### config.mk
export PLATFORM = sky130hd
export DESIGN_NAME = fetch_unit
export DESIGN_NICKNAME = d
export VERILOG_FILES = /design/src/rtl/rv6_pkg.sv /design/src/rtl/fetch_buf.sv /design/src/rtl/fetch_unit.sv
export SDC_FILE = /design/constraint.sdc
export NUM_CORES = 1
export LEC_CHECK = 0
export BUFFER_PORTS_ARGS = -buffer_cell sky130_fd_sc_hd__buf_4
export CAP_MARGIN = 25
export CORE_UTILIZATION = 44
export DETAILED_ROUTE_END_ITERATION = 6
export PLACE_DENSITY = 0.67
export SLEW_MARGIN = 5
export SYNTH_ARGS = -nofsm -noshare
export SYNTH_HDL_FRONTEND = slang
export SYNTH_SLANG_ARGS = --single-unit
### constraint.sdc
create_clock -name clk -period 11.6 [get_ports clk]
set_input_delay 1.16 -clock clk [delete_from_list [all_inputs] [get_ports clk]]
set_output_delay 1.16 -clock clk [all_outputs]
set_load 0.03 [all_outputs]
### src/rtl/rv6_pkg.sv
// Shared core-wide constants and types for the rv6 front end.
package rv6_pkg;

  localparam int unsigned XLEN = 64;
  localparam int unsigned ILEN = 32;

  localparam logic [XLEN-1:0] RESET_PC_DEFAULT = 64'h0000_0000_8000_0000;
  localparam logic [ILEN-1:0] NOP_INSN         = 32'h0000_0013;  // addi x0, x0, 0

  typedef enum logic [1:0] {
    ST_IDLE = 2'd0,
    ST_REQ  = 2'd1,
    ST_KILL = 2'd2
  } fetch_state_e;

  typedef struct packed {
    logic [XLEN-1:0] pc;
    logic [ILEN-1:0] ir;
  } fetch_entry_t;

endpackage

### src/rtl/fetch_buf.sv
// Two-entry {pc, ir} buffer between instruction memory and predecode.
// Entry 0 is always the head; a pop shifts entry 1 down.
module fetch_buf
  import rv6_pkg::*;
(
  input  logic            clk,
  input  logic            rst_n,
  input  logic            flush_i,
  input  logic            push_i,
  input  logic            pop_i,
  input  logic [XLEN-1:0] pc_i,
  input  logic [ILEN-1:0] ir_i,
  output logic [1:0]      count_o,
  output logic [XLEN-1:0] head_pc_o,
  output logic [ILEN-1:0] head_ir_o
);

  fetch_entry_t entry_q [2];
  fetch_entry_t entry_d [2];
  logic [1:0]   count_q, count_d;

  // Next contents: flush wins; otherwise pop shifts first, then push lands at the new tail.
  always_comb begin
    entry_d = entry_q;
    count_d = count_q;
    if (flush_i) begin
      count_d = 2'd0;
    end else begin
      if (pop_i) begin
        entry_d[0] = entry_q[1];
        count_d    = count_q - 2'd1;
      end
      if (push_i) begin
        entry_d[count_d[0]] = '{pc: pc_i, ir: ir_i};
        count_d             = count_d + 2'd1;
      end
    end
  end

  // Occupancy register; only the count needs reset, payload is qualified by it.
  always_ff @(posedge clk) begin
    if (!rst_n) count_q <= 2'd0;
    else        count_q <= count_d;
  end

  // Payload storage.
  always_ff @(posedge clk) begin
    entry_q <= entry_d;
  end

  assign count_o   = count_q;
  assign head_pc_o = entry_q[0].pc;
  assign head_ir_o = entry_q[0].ir;

endmodule

### src/rtl/fetch_unit.sv
// Instruction fetch: single-outstanding imem requester feeding a 2-entry buffer.
//
// state | meaning
// ------+----------------------------------------------------------------
// IDLE  | no request outstanding; buffer full or just reset
// REQ   | imem_req high at pc_q, waiting for imem_ack
// KILL  | request outstanding but redirected; next ack is dropped
module fetch_unit
  import rv6_pkg::*;
#(
  parameter logic [XLEN-1:0] RESET_PC = RESET_PC_DEFAULT,
  parameter logic [ILEN-1:0] NOP      = NOP_INSN
) (
  input  logic            clk,
  input  logic            rst_n,
  input  logic            stall_if,
  input  logic            redirect,
  input  logic [XLEN-1:0] redirect_pc,
  output logic            imem_req,
  output logic [XLEN-1:0] imem_addr,
  input  logic            imem_ack,
  input  logic [ILEN-1:0] imem_rdata,
  output logic [ILEN-1:0] ir_pd,
  output logic [XLEN-1:0] pc_pd,
  output logic            stall_imem
);

  fetch_state_e    state_q, state_d;
  logic [XLEN-1:0] pc_q, pc_d;
  logic [XLEN-1:0] last_pc_q;
  logic [1:0]      count;
  logic [1:0]      count_after_pop;
  logic [XLEN-1:0] head_pc;
  logic [ILEN-1:0] head_ir;
  logic            push;
  logic            pop;
  logic            unused_redirect_lsb;

  assign unused_redirect_lsb = ^redirect_pc[1:0];

  assign pop             = !stall_if && (count != 2'd0);
  assign count_after_pop = count - {1'b0, pop};

  // Next state, fetch PC and push strobe; a redirect overrides any same-cycle ack.
  always_comb begin
    state_d  = state_q;
    pc_d     = pc_q;
    push     = 1'b0;
    imem_req = 1'b0;
    case (state_q)
      ST_IDLE: begin
        if (redirect || count_after_pop != 2'd2) state_d = ST_REQ;
      end
      ST_REQ: begin
        imem_req = 1'b1;
        if (redirect) begin
          state_d = imem_ack ? ST_REQ : ST_KILL;
        end else if (imem_ack) begin
          push = 1'b1;
          pc_d = pc_q + XLEN'(4);
          // this push takes the last free slot
          if (count_after_pop == 2'd1) state_d = ST_IDLE;
        end
      end
      ST_KILL: begin
        if (imem_ack) state_d = ST_REQ;
      end
      default: state_d = ST_IDLE;
    endcase
    if (redirect) pc_d = {redirect_pc[XLEN-1:2], 2'b00};
  end

  // State, fetch PC and last-consumed PC registers.
  always_ff @(posedge clk) begin
    if (!rst_n) begin
      state_q   <= ST_IDLE;
      pc_q      <= RESET_PC;
      last_pc_q <= RESET_PC;
    end else begin
      state_q <= state_d;
      pc_q    <= pc_d;
      if (pop) last_pc_q <= head_pc;
    end
  end

  fetch_buf u_buf (
    .clk       (clk),
    .rst_n     (rst_n),
    .flush_i   (redirect),
    .push_i    (push),
    .pop_i     (pop),
    .pc_i      (pc_q),
    .ir_i      (imem_rdata),
    .count_o   (count),
    .head_pc_o (head_pc),
    .head_ir_o (head_ir)
  );

  assign imem_addr  = pc_q;
  assign stall_imem = (count == 2'd0);
  assign ir_pd      = stall_imem ? NOP       : head_ir;
  assign pc_pd      = stall_imem ? last_pc_q : head_pc;

endmodule

==> results.yml <==
timing:
  rsz0062_at_grt: "false"
  max_freq_ghz: 0.239
  worst_pin_slew_ns: 0.934
  holdWs_ns: 0.459
  finalHoldViolCount: 0
  finClkSkew_ns: 0.0138
  setup_tns_ns: 0
  slew-limit-headroom_pct: 37.7
  slew_viol_final: 0
  min_period_ns: 4.18
  setup_viol: 0
  period_share_pct: 36.0
finish:
  regArea_sq_mm: 0.00837
  layout-drive-gt1-share_pct: 23.5
  layout.nets: 1818
  multi_input_area_sq_mm: 0.00609
  fillers: 2905
  area_delta_synth_final_pct: 23.6
global_routing:
  met1_usage_pct: 31.1
  use_met2_pct: 36.7
  gr-total-overflow: 0
  grt_pass1_vias: 11500
  grt-busiest-layer: "met2"
  grt_max_degree: 109
  track_usage_pct: 23.0
  antenna_found_initial: 2
  grt_use_met3_pct: 4.66
  grt_pass1_wl_mm: 62.9
routing:
  vias: 12200
  route.final.wire_length_mm: 40.4
  post_drt_wl_per_cell_microns: 18.5
  first_pass_iters: 6
  ant_nets: 0
  drc: 0
  via_per_inst: 5.57
  drt_first_iter_violations: 812
hold_path:
  holdCritStartpoint: "last_pc_q[8]"
  hp-class: "reg -> reg"
  worstHoldEndpoint: "last_pc_q[8]"
  min_path_cells: 2
setup_path:
  worstPathArrival_ns: 3.02
  cpMostUsedCell: "buf_4"
  cp_cell_sequence: "inv_1 -> ha_4 -> buf_4 -> mux2_2 -> buf_4"
  path_class: "reg -> out"
  startpoint: "u_buf.count_o[1]"
  cp-end-kind: "output pin"
  crit_path_max_incr_delay_ns: 0.73
  r2r-end: "u_buf.head_pc_o[52]"
  r2r_setup_slack_ns: 7.79
  critical_path.slowest_cell: "buf_4"
  cp_max_fo: 57
  r2r.worst_path.cells: 9
  critical_path_required_ns: 10.44
  critPathLaunchType: "register"
  rr_startpoint: "u_buf.count_o[1]"
pwr:
  ir_worst_vdd_uv: 110
  p_leak_nw: 7.09
  powerDensity_mw_per_mm2: 154
floorplan:
  ios: 263
  start_util_pct: 45.2
  die_y_microns: 186
  core_sq_mm: 0.0329
  die_x_microns: 186
  core.rowCount: 66
  fp.dieArea_sq_mm: 0.0345
flow_run:
  maxCapViolCount: 0
logic_synthesis:
  netlist_area_sq_mm: 0.0148
  yosys.area.top_type: "edfxtp_1"
  ys_warn_count: 0
  async_reset_ff_share_pct: 0
  synth_enable_flop_cells: 192
  synth_ff_type: "edfxtp_1"
  syn_avg_cell_area_sq_um: 9.87
  yosysTopAreaCellShare_pct: 38.8
  synth_seq_cells: 322
  synth_area_leaders: "edfxtp_1, dfxtp_1, nand2_1"
  synth_commonest_cells: "nand2_1, edfxtp_1, dfxtp_1"
  yosysMostFrequentCell: "nand2_1"
  synthesis.instances: 1504
  yosys.cell_types.count: 53
  ys_seq_area_share_pct: 56.4
placement:
  place_hpwl_mm: 24.7
  gp_congestion: 0.806
  io_buffers: 258
clock_network:
  numCtsBuffers: 36
  cts_sinks: 322
  clkTransAtPathRegs_ns: 0.06
  h-tree-depth: 2
  cts-resized-gates: 0
  clock_latency_ns: 0.51
  clockBufferDepth: 3
  post-cts-setup-buffer-count: 0
  cts_tree: "built"
  hold_buffers: 0
  root_buffer: "clkbuf_16"
status:
  status: "finished, final reports clean"
[stage by stage]
| step | cell area, sq um | setup slack (ns) | std cells | utilization, % | total power [W] |
|---|---|---|---|---|---|
| floorplan | 14900 | 2.73 | 1505 | - | 0.00158 |
| finish | 18300 | 7.42 | 2184 | 55.8 | 0.00282 |
| detailed placement | 17100 | 7.27 | 2113 | 52.0 | 0.00172 |
| global route | 18300 | 7.28 | 2183 | 55.8 | 0.00293 |
| global placement | 17100 | 7.34 | 2112 | 52.0 | 0.00172 |
| CTS | 18200 | 7.36 | 2177 | 55.5 | 0.00285 |
[area by class of cell]
class / instances / share of cell area (%)
Sequential cell: 322 / 45.6
Multi-Input combinational cell: 1069 / 33.2
Timing Repair Buffer: 277 / 11.7
Clock buffer: 54 / 5.78
Tap cell: 442 / 3.01
Clock inverter: 10 / 0.518
Inverter: 9 / 0.211
Antenna cell: 1 / 0.0136
[cells by family (layout without fill, tap and decap cells)]
family	after synthesis	count (layout)	share of synthesized area, %
compound gates	285	285	12.7
xor+xnor	36	36	2.12
fa+ha+maj	2	2	0.169
buf+inv	114	350	2.94
flops	322	322	56.4
mux	65	65	4.92
other cells	1	3	0.0253
simple gates	679	679	20.8
[worst max-delay path, delay by kind of cell (launching register included)]
family                   cells  cell delay [ns]
buffers and inverters        3             1.02
adder cells (fa/ha/maj)      1             0.67
multiplexers                 1             0.42
flip-flops                   1             0.35
[metal layers]
layer  wire length, microns  share of wire, %
met5                     14             0.035
met4                   1120               2.8
met3                   3110               7.7
met1                  17800                44
met2                  18400                46
[power by group]
group | total (W) | switching (W) | leakage [nW] | internal, W
combinational | 0.000354 | 0.000209 | 3.63 | 0.000145
clock | 0.00112 | 0.000446 | 0.568 | 0.000674
sequential | 0.00135 | 0.0000606 | 2.89 | 0.00129
total | 0.00282 | 0.000715 | 7.09 | 0.00211
[how the worst max path moves through the flow]
stage / to / slack (ns) / cells after the start
floorplan: register / 2.73 / 3
global placement: u_buf.head_pc_o[46] / 7.34 / 6
detailed placement: u_buf.head_pc_o[60] / 7.27 / 6
CTS: pc_pd[59] / 7.36 / 5
global route: pc_pd[59] / 7.28 / 5
finish: pc_pd[5] / 7.42 / 5
[cell usage in the layout (no fill, tap or decap), types with 4 or more instances in the layout]
cell,count
a21oi_1,14
or2_2,4
nand4_1,26
o21ai_0,56
edfxtp_1,192
nor4_1,8
nor3_1,13
nand3_1,34
clkbuf_8,7
buf_4,271
nand2b_1,15
a211oi_1,5
a31oi_1,110
a21boi_0,63
inv_1,8
nand2_1,361
dfxtp_1,130
nor2b_1,34
a311oi_1,5
clkbuf_16,37
clkinv_2,4
o31ai_1,7
nor2_1,114
or4_1,9
clkinv_1,4
and2_1,11
o211a_1,17
and4_1,4
mux2_2,64
nor4b_1,6
and3_1,10
clkbuf_1,10
xor2_1,14
xnor2_1,22
or3_1,12
No activity file was read; power rests on OpenSTA's default activity.
